**src/rtl/md_audio_mixer_pkg.sv**
```systemverilog
// Shared widths, PCM limits and helpers for the MD audio mixer.
package md_audio_pkg;
  localparam int FM_W  = 9;
  localparam int ACC_W = 13;
  localparam int MIX_W = 19;
  localparam int PCM_W = 16;
  localparam int NCH   = 2;   // lane 0 = left, lane 1 = right
  localparam int CNT_W = 4;
  localparam int LPF_W = 20;  // 16 integer + 4 fraction bits

  typedef logic signed [PCM_W-1:0] pcm_t;

  localparam pcm_t PCM_MAX = 16'sh7FFF;
  localparam pcm_t PCM_MIN = 16'sh8000;

  function automatic logic [ACC_W-1:0] sext_fm(input logic [FM_W-1:0] x);
    return {{(ACC_W-FM_W){x[FM_W-1]}}, x};
  endfunction
endpackage

```
**src/rtl/md_audio_mixer_if.sv**
```systemverilog
// FM/PSG input bus and stereo PCM output bus of the MD audio mixer.
interface md_audio_mixer_if;
  import md_audio_pkg::*;

  logic [FM_W-1:0] MOL;
  logic [FM_W-1:0] MOR;
  logic            FM_SLOT;
  logic            FM_SYNC;
  logic [15:0]     PSG;
  pcm_t            AUD_L;
  pcm_t            AUD_R;
  logic            AUD_VALID;
  logic            FRAME_ERR;

  modport master (output MOL, MOR, FM_SLOT, FM_SYNC, PSG,
                  input  AUD_L, AUD_R, AUD_VALID, FRAME_ERR);
  modport slave  (input  MOL, MOR, FM_SLOT, FM_SYNC, PSG,
                  output AUD_L, AUD_R, AUD_VALID, FRAME_ERR);
endinterface

```
**src/rtl/md_audio_mixer_sat.sv**
```systemverilog
// Combinational clamp of a MIX_W-bit signed mix into signed 16-bit PCM.
module md_audio_sat
  import md_audio_pkg::*;
(
  input  logic [MIX_W-1:0] mix_i,
  output pcm_t             pcm_o
);
  logic in_range;

  // In range when every bit above the PCM sign bit equals the sign.
  assign in_range = (mix_i[MIX_W-1:PCM_W-1] == '0) || (mix_i[MIX_W-1:PCM_W-1] == '1);

  always_comb begin
    pcm_o = pcm_t'(mix_i[PCM_W-1:0]);
    if (!in_range) pcm_o = mix_i[MIX_W-1] ? PCM_MIN : PCM_MAX;
  end
endmodule

```
**src/rtl/md_audio_mixer.sv**
```systemverilog
// FM channel accumulator + PSG mixer emitting one stereo PCM sample per FM cycle.
// Define MD_AUDIO_LPF_EN to add a one-pole IIR low-pass stage (latency 3 instead of 2).
module md_audio_mixer
  import md_audio_pkg::*;
#(
  parameter int FM_SLOTS  = 6,
  parameter int FM_SHIFT  = 4,
  parameter int PSG_SHIFT = 2,
  parameter int LPF_SHIFT = 3
)(
  input  logic              MCLK,
  input  logic              RESET,
  md_audio_mixer_if.slave   aud
);
`ifdef MD_AUDIO_LPF_EN
  localparam int STAGES = 3;
`else
  localparam int STAGES = 2;
`endif

  if (FM_SLOTS < 1 || FM_SLOTS > 15) begin : g_bad_slots
    $error("FM_SLOTS must be 1..15");
  end
  if (LPF_SHIFT < 1 || LPF_SHIFT > 15) begin : g_bad_lpf
    $error("LPF_SHIFT must be 1..15");
  end

  logic [NCH-1:0][FM_W-1:0]  fm_in;
  logic [NCH-1:0][ACC_W-1:0] acc_q, acc_d, done_q, done_d;
  logic [NCH-1:0][MIX_W-1:0] mix_q, mix_d;
  logic [NCH-1:0][PCM_W-1:0] sat, sat_q, out;
  logic [15:0]               psg_q, psg_d;
  logic [CNT_W-1:0]          cnt_q, cnt_d;
  logic                      primed_q, primed_d, ferr_q, ferr_d, req;
  logic [STAGES:0]           vld_pipe_q;

  assign fm_in = {aud.MOR, aud.MOL};

  always_comb begin
    acc_d    = acc_q;
    done_d   = done_q;
    psg_d    = psg_q;
    cnt_d    = cnt_q;
    primed_d = primed_q;
    ferr_d   = ferr_q;
    req      = 1'b0;
    if (aud.FM_SLOT) begin
      if (aud.FM_SYNC) begin
        // Sync slot closes the previous cycle and opens the new one with its own sample.
        done_d = acc_q;
        for (int c = 0; c < NCH; c++) acc_d[c] = sext_fm(fm_in[c]);
        psg_d = aud.PSG;
        if (primed_q && cnt_q != CNT_W'(FM_SLOTS)) ferr_d = 1'b1;
        cnt_d    = CNT_W'(1);
        primed_d = 1'b1;
        req      = primed_q;
      end else begin
        for (int c = 0; c < NCH; c++) acc_d[c] = acc_q[c] + sext_fm(fm_in[c]);
        if (cnt_q != '1) cnt_d = cnt_q + 1'b1;
      end
    end
  end

  for (genvar c = 0; c < NCH; c++) begin : g_ch
    assign mix_d[c] = ({{(MIX_W-ACC_W){done_q[c][ACC_W-1]}}, done_q[c]} << FM_SHIFT)
                    + {3'b000, psg_q >> PSG_SHIFT};
    md_audio_sat u_sat (.mix_i(mix_q[c]), .pcm_o(sat[c]));
  end

  always_ff @(posedge MCLK or posedge RESET) begin
    if (RESET) begin
      acc_q      <= '0;
      done_q     <= '0;
      psg_q      <= '0;
      cnt_q      <= '0;
      primed_q   <= 1'b0;
      ferr_q     <= 1'b0;
      mix_q      <= '0;
      sat_q      <= '0;
      vld_pipe_q <= '0;
    end else begin
      acc_q      <= acc_d;
      done_q     <= done_d;
      psg_q      <= psg_d;
      cnt_q      <= cnt_d;
      primed_q   <= primed_d;
      ferr_q     <= ferr_d;
      vld_pipe_q <= {vld_pipe_q[STAGES-1:0], req};
      if (vld_pipe_q[0]) mix_q <= mix_d;
      if (vld_pipe_q[1]) sat_q <= sat;
    end
  end

`ifdef MD_AUDIO_LPF_EN
  logic [NCH-1:0][LPF_W-1:0] y_q, y_d;

  for (genvar c = 0; c < NCH; c++) begin : g_lpf
    logic [LPF_W:0] diff;
    // One extra bit: a full-scale swing of a 20-bit state needs 21 bits.
    assign diff   = {sat_q[c][PCM_W-1], sat_q[c], 4'b0000} - {y_q[c][LPF_W-1], y_q[c]};
    assign y_d[c] = y_q[c] + LPF_W'($signed(diff) >>> LPF_SHIFT);
    assign out[c] = y_q[c][LPF_W-1 -: PCM_W];
  end

  always_ff @(posedge MCLK or posedge RESET) begin
    if (RESET)              y_q <= '0;
    else if (vld_pipe_q[2]) y_q <= y_d;
  end
`else
  assign out = sat_q;
`endif

  assign aud.AUD_L     = out[0];
  assign aud.AUD_R     = out[1];
  assign aud.AUD_VALID = vld_pipe_q[STAGES];
  assign aud.FRAME_ERR = ferr_q;
endmodule

```
**src/flat_wrapper.sv**
```systemverilog
// flat-port wrapper written by rule: the top's interface ports become plain ports
module md_audio_mixer_flat import md_audio_pkg::*;
#(
  parameter int FM_SLOTS  = 6,
  parameter int FM_SHIFT  = 4,
  parameter int PSG_SHIFT = 2,
  parameter int LPF_SHIFT = 3
)
  (MCLK, RESET, aud_MOL, aud_MOR, aud_FM_SLOT, aud_FM_SYNC, aud_PSG, aud_AUD_L, aud_AUD_R, aud_AUD_VALID, aud_FRAME_ERR);
  md_audio_mixer_if aud_i ();
  input  logic MCLK;
  input  logic RESET;
  input wire logic [$bits(aud_i.MOL)-1:0] aud_MOL;
  input wire logic [$bits(aud_i.MOR)-1:0] aud_MOR;
  input wire logic [$bits(aud_i.FM_SLOT)-1:0] aud_FM_SLOT;
  input wire logic [$bits(aud_i.FM_SYNC)-1:0] aud_FM_SYNC;
  input wire logic [$bits(aud_i.PSG)-1:0] aud_PSG;
  output wire logic [$bits(aud_i.AUD_L)-1:0] aud_AUD_L;
  output wire logic [$bits(aud_i.AUD_R)-1:0] aud_AUD_R;
  output wire logic [$bits(aud_i.AUD_VALID)-1:0] aud_AUD_VALID;
  output wire logic [$bits(aud_i.FRAME_ERR)-1:0] aud_FRAME_ERR;
  assign aud_i.MOL = aud_MOL;
  assign aud_i.MOR = aud_MOR;
  assign aud_i.FM_SLOT = aud_FM_SLOT;
  assign aud_i.FM_SYNC = aud_FM_SYNC;
  assign aud_i.PSG = aud_PSG;
  assign aud_AUD_L = aud_i.AUD_L;
  assign aud_AUD_R = aud_i.AUD_R;
  assign aud_AUD_VALID = aud_i.AUD_VALID;
  assign aud_FRAME_ERR = aud_i.FRAME_ERR;
  md_audio_mixer #(.FM_SLOTS(FM_SLOTS), .FM_SHIFT(FM_SHIFT), .PSG_SHIFT(PSG_SHIFT), .LPF_SHIFT(LPF_SHIFT)) u_core (.MCLK(MCLK), .RESET(RESET), .aud(aud_i));
endmodule
```
**config.mk**
```make
export PLATFORM = sky130hd
export DESIGN_NAME = md_audio_mixer_flat
export DESIGN_NICKNAME = d
export VERILOG_FILES = /design/src/rtl/md_audio_mixer_pkg.sv /design/src/rtl/md_audio_mixer_if.sv /design/src/rtl/md_audio_mixer_sat.sv /design/src/rtl/md_audio_mixer.sv /design/src/flat_wrapper.sv
export SDC_FILE = /design/constraint.sdc
export NUM_CORES = 1
export LEC_CHECK = 0
export BUFFER_PORTS_ARGS = -buffer_cell sky130_fd_sc_hd__buf_2
export CAP_MARGIN = 5
export CORE_MARGIN = 3
export CORE_UTILIZATION = 50
export CTS_BUF_LIST = sky130_fd_sc_hd__clkbuf_8
export DETAILED_ROUTE_END_ITERATION = 10
export PLACE_DENSITY = 0.79
export SKIP_CTS_REPAIR_TIMING = 1
export SLEW_MARGIN = 0
export SYNTH_ARGS = -nofsm -noshare
export SYNTH_HDL_FRONTEND = slang
export SYNTH_SLANG_ARGS = --single-unit
```
**constraint.sdc**
```tcl
create_clock -name MCLK -period 12.2 [get_ports MCLK]
set_clock_uncertainty 0.2 [all_clocks]
set_input_delay 0.61 -clock MCLK [delete_from_list [all_inputs] [get_ports MCLK]]
set_output_delay 0.61 -clock MCLK [all_outputs]
set_load 0.01 [all_outputs]
```
# == Word-level counts from Yosys, hierarchy flattened ==
# Index checks and enable logic that the tools add are counted.
# word_totals
elab_cells,40
inputBits,38
register_bits,147
out_inout_bits,34
# op_classes
reduce_logical,9
eq_ne,4
n_mux,9
add_sub_neg,5
# ops
cell,count
2-to-1 mux 16 bit,4
adder 17 x 15 -> 18 bit,2
adder 13 bit,2
2-to-1 mux 26 bit,1
"== test 4 bit, second input constant",2
logical NOT 4 bit,2
2-to-1 mux 4 bit,2
"adder 4 x 1 -> 4 bit, second input constant",1
"inequality test 4 x 3 -> 1 bit, second input constant",1
"inequality test 4 bit, second input constant",1
AND reduction 2 bit,2
AND reduction 3 bit,1
logical OR 1 bit,2
2-to-1 mux 1 bit,2
nonzero test 2 bit,1
logical AND 1 bit,1

# == Longest topological paths before layout ==
# depth
depth_word,3
depth_mapped,10
mapped_depth_nobuf,10

# == By module ==
# A second synthesis with hierarchy kept.
# unflattened
hier_cells,800
hier_area_um2,8181.6
# modules_own_cells
mod,n_inst,cells_each,area_each_um2,seq_area_each_um2
md_audio_mixer,1,688,7433.4,3478.3
md_audio_sat,2,56,374.1,0.0

# == Least setup slack after synthesis ==
# Ideal clock, no wire load.
# synth_path
path_type,input-to-reg
startpoint,input port aud_MOL[0]
endpoint,register u_core.acc_q[12] (netlist bit)
cell_stages,9
arrival_ps,2474
setup_time_ps,118
n_path_buf,0
t_required_ps,11882
setup_slack_ps,9408
path_cell_list,ha_1 > fa_1 > a211oi_2 > o21ai_1 > a2111oi_2 > nor2_1 > mux2i_1 > o32ai_1 > a21o_1
# synth_via
elab_chain_len,2
# synth_lines
item,line,text
start: declaration,flat_wrapper.sv:13,input wire logic [$bits(aud_i.MOL)-1:0] aud_MOL;
adder 13 bit,md_audio_mixer.sv:58,for (int c = 0; c < NCH; c++) acc_d[c] = acc_q[c] + sext_fm(fm_in[c]);
2-to-1 mux 26 bit,md_audio_mixer.sv:48,if (aud.FM_SYNC) begin
end signal: assignment,md_audio_mixer.sv:72,acc_q <= '0;
end signal: assignment,md_audio_mixer.sv:82,acc_q <= acc_d;
end: declaration,md_audio_mixer.sv:29,"logic [NCH-1:0][ACC_W-1:0] acc_q, acc_d, done_q, done_d;"
# No other way between the ends.
# A chain may end at the register's enable or synchronous reset.

# == Worst setup path after layout ==
# layout_path
startpoint,register u_core.acc_q[0] (netlist bit)
endpoint,register u_core.acc_q[12] (netlist bit)
# layout_via
elab_chain_len,2
# layout_lines
item,line
adder 13 bit,md_audio_mixer.sv:58
2-to-1 mux 26 bit,md_audio_mixer.sv:48
# No other way between the ends.

==> reports/metrics.sh <==
CRIT_CHAIN='ha_1, fa_1, a211oi_2, o21ai_1, a2111oi_2, nor2_1, mux2i_1, o32ai_1, a21o_1'
H_TREE_LEVELS=4
CRIT_PATH_START_KIND='register'
ADDER_AND_MAJORITY_CELL_FRACTION_OF_THE_SYNTHESIZED_AREA_PCT=8.306
POWER.SHARE.COMBINATIONAL_PCT=40.4
POST-PLACE-WS_PS=9071
CRITICAL_PATH.ENDPOINT='u_core.acc_q[12]'
SWITCHINGPOWER_uW=713.6
CPPEAKSTAGEDELAY_PS=450
MUXSHAREOFSYNTHAREA_PCT=9.970
YOSYSWARNINGCOUNT=0
LAYOUT_SETUP_WS_PS=9274
UTILIZATION_AFTER_LAYOUT_PCT=57.16
FINALHOLDVIOLATIONS=0
CTS_BUFS_INSERTED=17
CTS.SINK_COUNT=139
POST_SYNTH_INSTANCE_AREA_SQ_MM=0.007894
DRT_ITER0_MARKERS=390
POWER_FRAC_SEQ_PCT=41.0
NUMBER_OF_GLOBAL_ROUTE_VIAS_BEFORE_REPAIR=5461
WORST_PATH_DOMINANT_CELL_FAMILY='compound AO/OA/AOI/OAI gates'
COMPLEX_GATE_FRACTION_OF_THE_SYNTHESIZED_AREA_PCT=18.29
WIRE_LENGTH_OF_THE_FIRST_GLOBAL_ROUTING_PASS_MM=27.07
LAYOUT-DRIVE-GT1-SHARE_PCT=20.53
SYNTH-EDFF-COUNT=0
GRT_MAX_DEGREE=78
GRT.OVERFLOW.TOTAL=0
TIMING.MAX_CAP.VIOLATIONS=0
CRIT_SLOWEST_CELL='fa_1'
CRITICAL_PATH_ENDPOINT_CATEGORY='register'
SYNTH_SIMPLE_GATE_AREA_SHARE_PCT=11.00
ROUTED_VIA_DENSITY=5.393
INTERNAL_POWER_SUMMED_OVER_ALL_CELLS_mW=1.161
FLOORPLAN.INITIALDENSITY_PCT=51.54
PD_CELLS_mW_PER_MM2=214.2
CLOCK_TREE.BUFFER_DEPTH=2
DIE_AREA_SQ_MM=0.01733
NETS_IN_THE_SYNTHESIZED_NETLIST=891
CRIT_REQUIRED_PS=12340
POSTROUTEWIRELENGTH_MM=15.74
PLACEMENTROWS=45
DRC=0
NNETSFINAL=943
FINAL_NUMBER_OF_SETUP_VIOLATING_ENDPOINTS=0
FINAL.SETUP.TNS_PS=0
DIE_X_UM=131.7
CLKLATENCYLATEPIN_PS=450
GP_ROUTABILITY_CONGESTION=0.8560
SETUP.WORST_PATH.CLASS='register to register'
WORST-R2R-CELL-COUNT=9
TIMING.FINAL.CRIT_PERIOD_PS=2926
POST_DRT_WL_PER_CELL_UM=14.60
SYNTH_XOR_XNOR_AREA_SHARE_PCT=3.772
CLOCK_PIN_SLEW_ON_THE_WORST_SETUP_AND_HOLD_PATHS_PS=80
NUM_VIAS=5814
ARRIVAL_TIME_REPORTED_FOR_THE_CRITICAL_PATH_ENDPOINT_PS=3070
VDD_IR_DROP_MAX_uV=86.49
MAXSLEWHEADROOM_PCT=33.99
POWER.SHARE.CLOCK_PCT=18.6
ASYNC_RESET_FF_SHARE_PCT=100.0
DP_HPWL_MM=11.53
SYNTHESIS.AREA_PER_INSTANCE_SQ_UM=9.830
PERIOD_SHARE_PCT=23.99
HOLD_CLASS='primary input to asynchronous set/reset pin'
ANT_NETS=0
TIMING.RR.END='u_core.acc_q[12]'
GRT_ANTENNA_BEFORE_REPAIR=0
CP-STARTPOINT='u_core.acc_q[0]'
WORST-SLEW-PIN-TRANSITION_PS=987.7
N_ANTENNA_CELL=0
FINALHOLDWORSTSLACK_PS=80.84
CRITICAL_PATH_BUF_INV_COUNT=0
TIMING.CRITICAL_PATH.FANOUT_MAX=3
TIMING.FMAX_MHz=341.7
CRITICAL_PATH.REG2REG.STARTPOINT='u_core.acc_q[0]'
GRT_USAGE_PCT=18.95
LARGEST_FAMILY_OF_LOGIC_CELLS_BY_SYNTHESIZED_AREA='compound AO/OA/AOI/OAI gates'
IOPINCOUNT=72
UNREPAIRED_SETUP_ENDPOINTS_AFTER_GLOBAL_ROUTING='no'
LEAKAGE_nW=3.975
CTS_ROOT_BUF='clkbuf_8'
R2R_SETUP_SLACK_PS=9270
FINAL-MAX-SLEW-VIOLATION-COUNT=0
CORE_REGION_AREA_SQ_MM=0.01531
SYNTHDISTINCTLIBCELLS=59
POST_SYNTHESIS_CELL_COUNT=803
PLACE.PORT_BUFFERS=69
SYNTHTOLAYOUTAREAGROWTH_PCT=10.89
RESULT_OF_THE_RUN='complete, no violations'
SW_FRAC_OF_TOTAL_PCT=38.06
DIE_H_UM=131.7
SYNTH.FF_LATCH_COUNT=139
SYNTH_FF_TYPE='dfrtp_1'
CRITICAL_PATH_DEPTH=9
TRITONCTS='done'
DRT_FIRST_PASS_ITERS=5
SYNTH_SEQUENTIAL_AREA_RATIO_PCT=44.06
registers in the layout (all words and copies together) (netlist names):
register / count
u_core.aud.AUD_L: 16
u_core.mix_q: 32
u_core.done_q: 26
u_core.vld_pipe_q: 3
u_core.psg_q: 14
u_core.aud.FRAME_ERR: 1
u_core.aud.AUD_R: 16
u_core.acc_q: 26
u_core.cnt_q: 4
u_core.primed_q: 1
cells by family (layout without fill, tap and decap cells):
logic type | count (synthesis) | in the layout
DFF | 139 | 139
and+or+nand+nor | 202 | 202
muxes | 71 | 71
xor gates and xnor gates | 34 | 34
buffers and inverters | 94 | 158
AOI/OAI and AO/OA | 213 | 213
adders and majority gates | 50 | 50
worst register-to-register path, stage by stage (launching register included):
cell and delay, ps:
dfrtp_1 440, ha_1 250, fa_1 450, a211oi_2 330
o21ai_1 170, a2111oi_2 370, nor2_1 140, mux2i_1 170
o32ai_1 90, a21o_1 190
layout by cell type, fill, tap and decap left out, drive strengths merged, types with 9 or more instances in the layout:
cell type  Yosys  routed
a21o          13      13
a21oi         55      55
buf            5      73
clkbuf        35      22
dfrtp        139     139
ha            46      46
inv           54      57
mux2          61      61
mux2i         10      10
nand2         72      72
nand3         10      10
nor2          81      81
nor3          11      11
o211ai        35      35
o21ai         53      53
xnor2         25      25
xor2           9       9
layer usage:
layer / share of wire (%) / GRT usage [%]
met4: 1.4 / 5.951
met5: 0 / 0
met1: 50 / 28.33
met2: 44 / 27.54
met3: 4.4 / 4.096
through the flow:
step / instance area, sq um / power [mW] / instances
finish: 8753 / 1.875 / 1078
global route: 8753 / 2.036 / 1078
CTS: 8753 / 1.886 / 1078
detailed placement: 8378 / 1.532 / 1047
global placement: 8378 / 1.501 / 1047
floorplan: 7894 / 1.336 / 803
worst min-delay path by stage:
stage / end / slack (ps) / depth (start not counted)
floorplan: u_core.vld_pipe_q[1] / 150 / 0
global placement: u_core.primed_q / 240 / 1
detailed placement: u_core.primed_q / 260 / 1
CTS: u_core.aud.AUD_R[11] / 80 / 2
global route: u_core.aud.AUD_R[11] / 110 / 2
finish: u_core.aud.AUD_R[5] / 80 / 2
synthesized netlist by cell type (3+ instances only):
library cell | number | share of area [%]
nand2_1 | 72 | 3.4
nor2_1 | 81 | 3.9
nand2b_1 | 3 | 0.24
a221o_1 | 5 | 0.63
a21o_1 | 13 | 1.2
a211oi_1 | 6 | 0.57
nor3_1 | 10 | 0.63
xor2_1 | 9 | 1.0
inv_1 | 54 | 2.6
o211ai_1 | 35 | 3.3
o21bai_1 | 7 | 0.67
or3_1 | 4 | 0.32
fa_1 | 4 | 1.0
dfrtp_1 | 139 | 44
a2111oi_2 | 3 | 0.57
o21ai_0 | 42 | 2.7
ha_1 | 46 | 7.3
a21oi_1 | 53 | 3.4
o31ai_1 | 5 | 0.48
o21a_1 | 3 | 0.29
o21ai_1 | 11 | 0.70
mux2_2 | 61 | 8.7
clkbuf_1 | 35 | 1.7
o22a_1 | 5 | 0.55
xnor2_1 | 25 | 2.8
a31oi_1 | 4 | 0.32
nor2b_1 | 7 | 0.55
nand3_1 | 10 | 0.63
mux2i_1 | 10 | 1.3
power groups by stage:
stage,registers (mW),logic (mW),clock network [mW]
2_1_floorplan,0.736,0.601,0
3_3_place_gp,0.768,0.733,0
3_5_place_dp,0.777,0.755,0
4_1_cts,0.768,0.760,0.359
5_1_grt,0.799,0.859,0.379
6_report,0.768,0.758,0.349
cell type report:
class / instances / area, sq um
Sequential cell: 139 / 3478
Clock inverter: 9 / 72.57
Fill cell: 1351 / 6561
Timing Repair Buffer: 73 / 375.4
Inverter: 54 / 207.7
Multi-Input combinational cell: 570 / 4053
Tap cell: 211 / 264.0
Clock buffer: 22 / 302.8
Power figures use the tool's default switching activity.
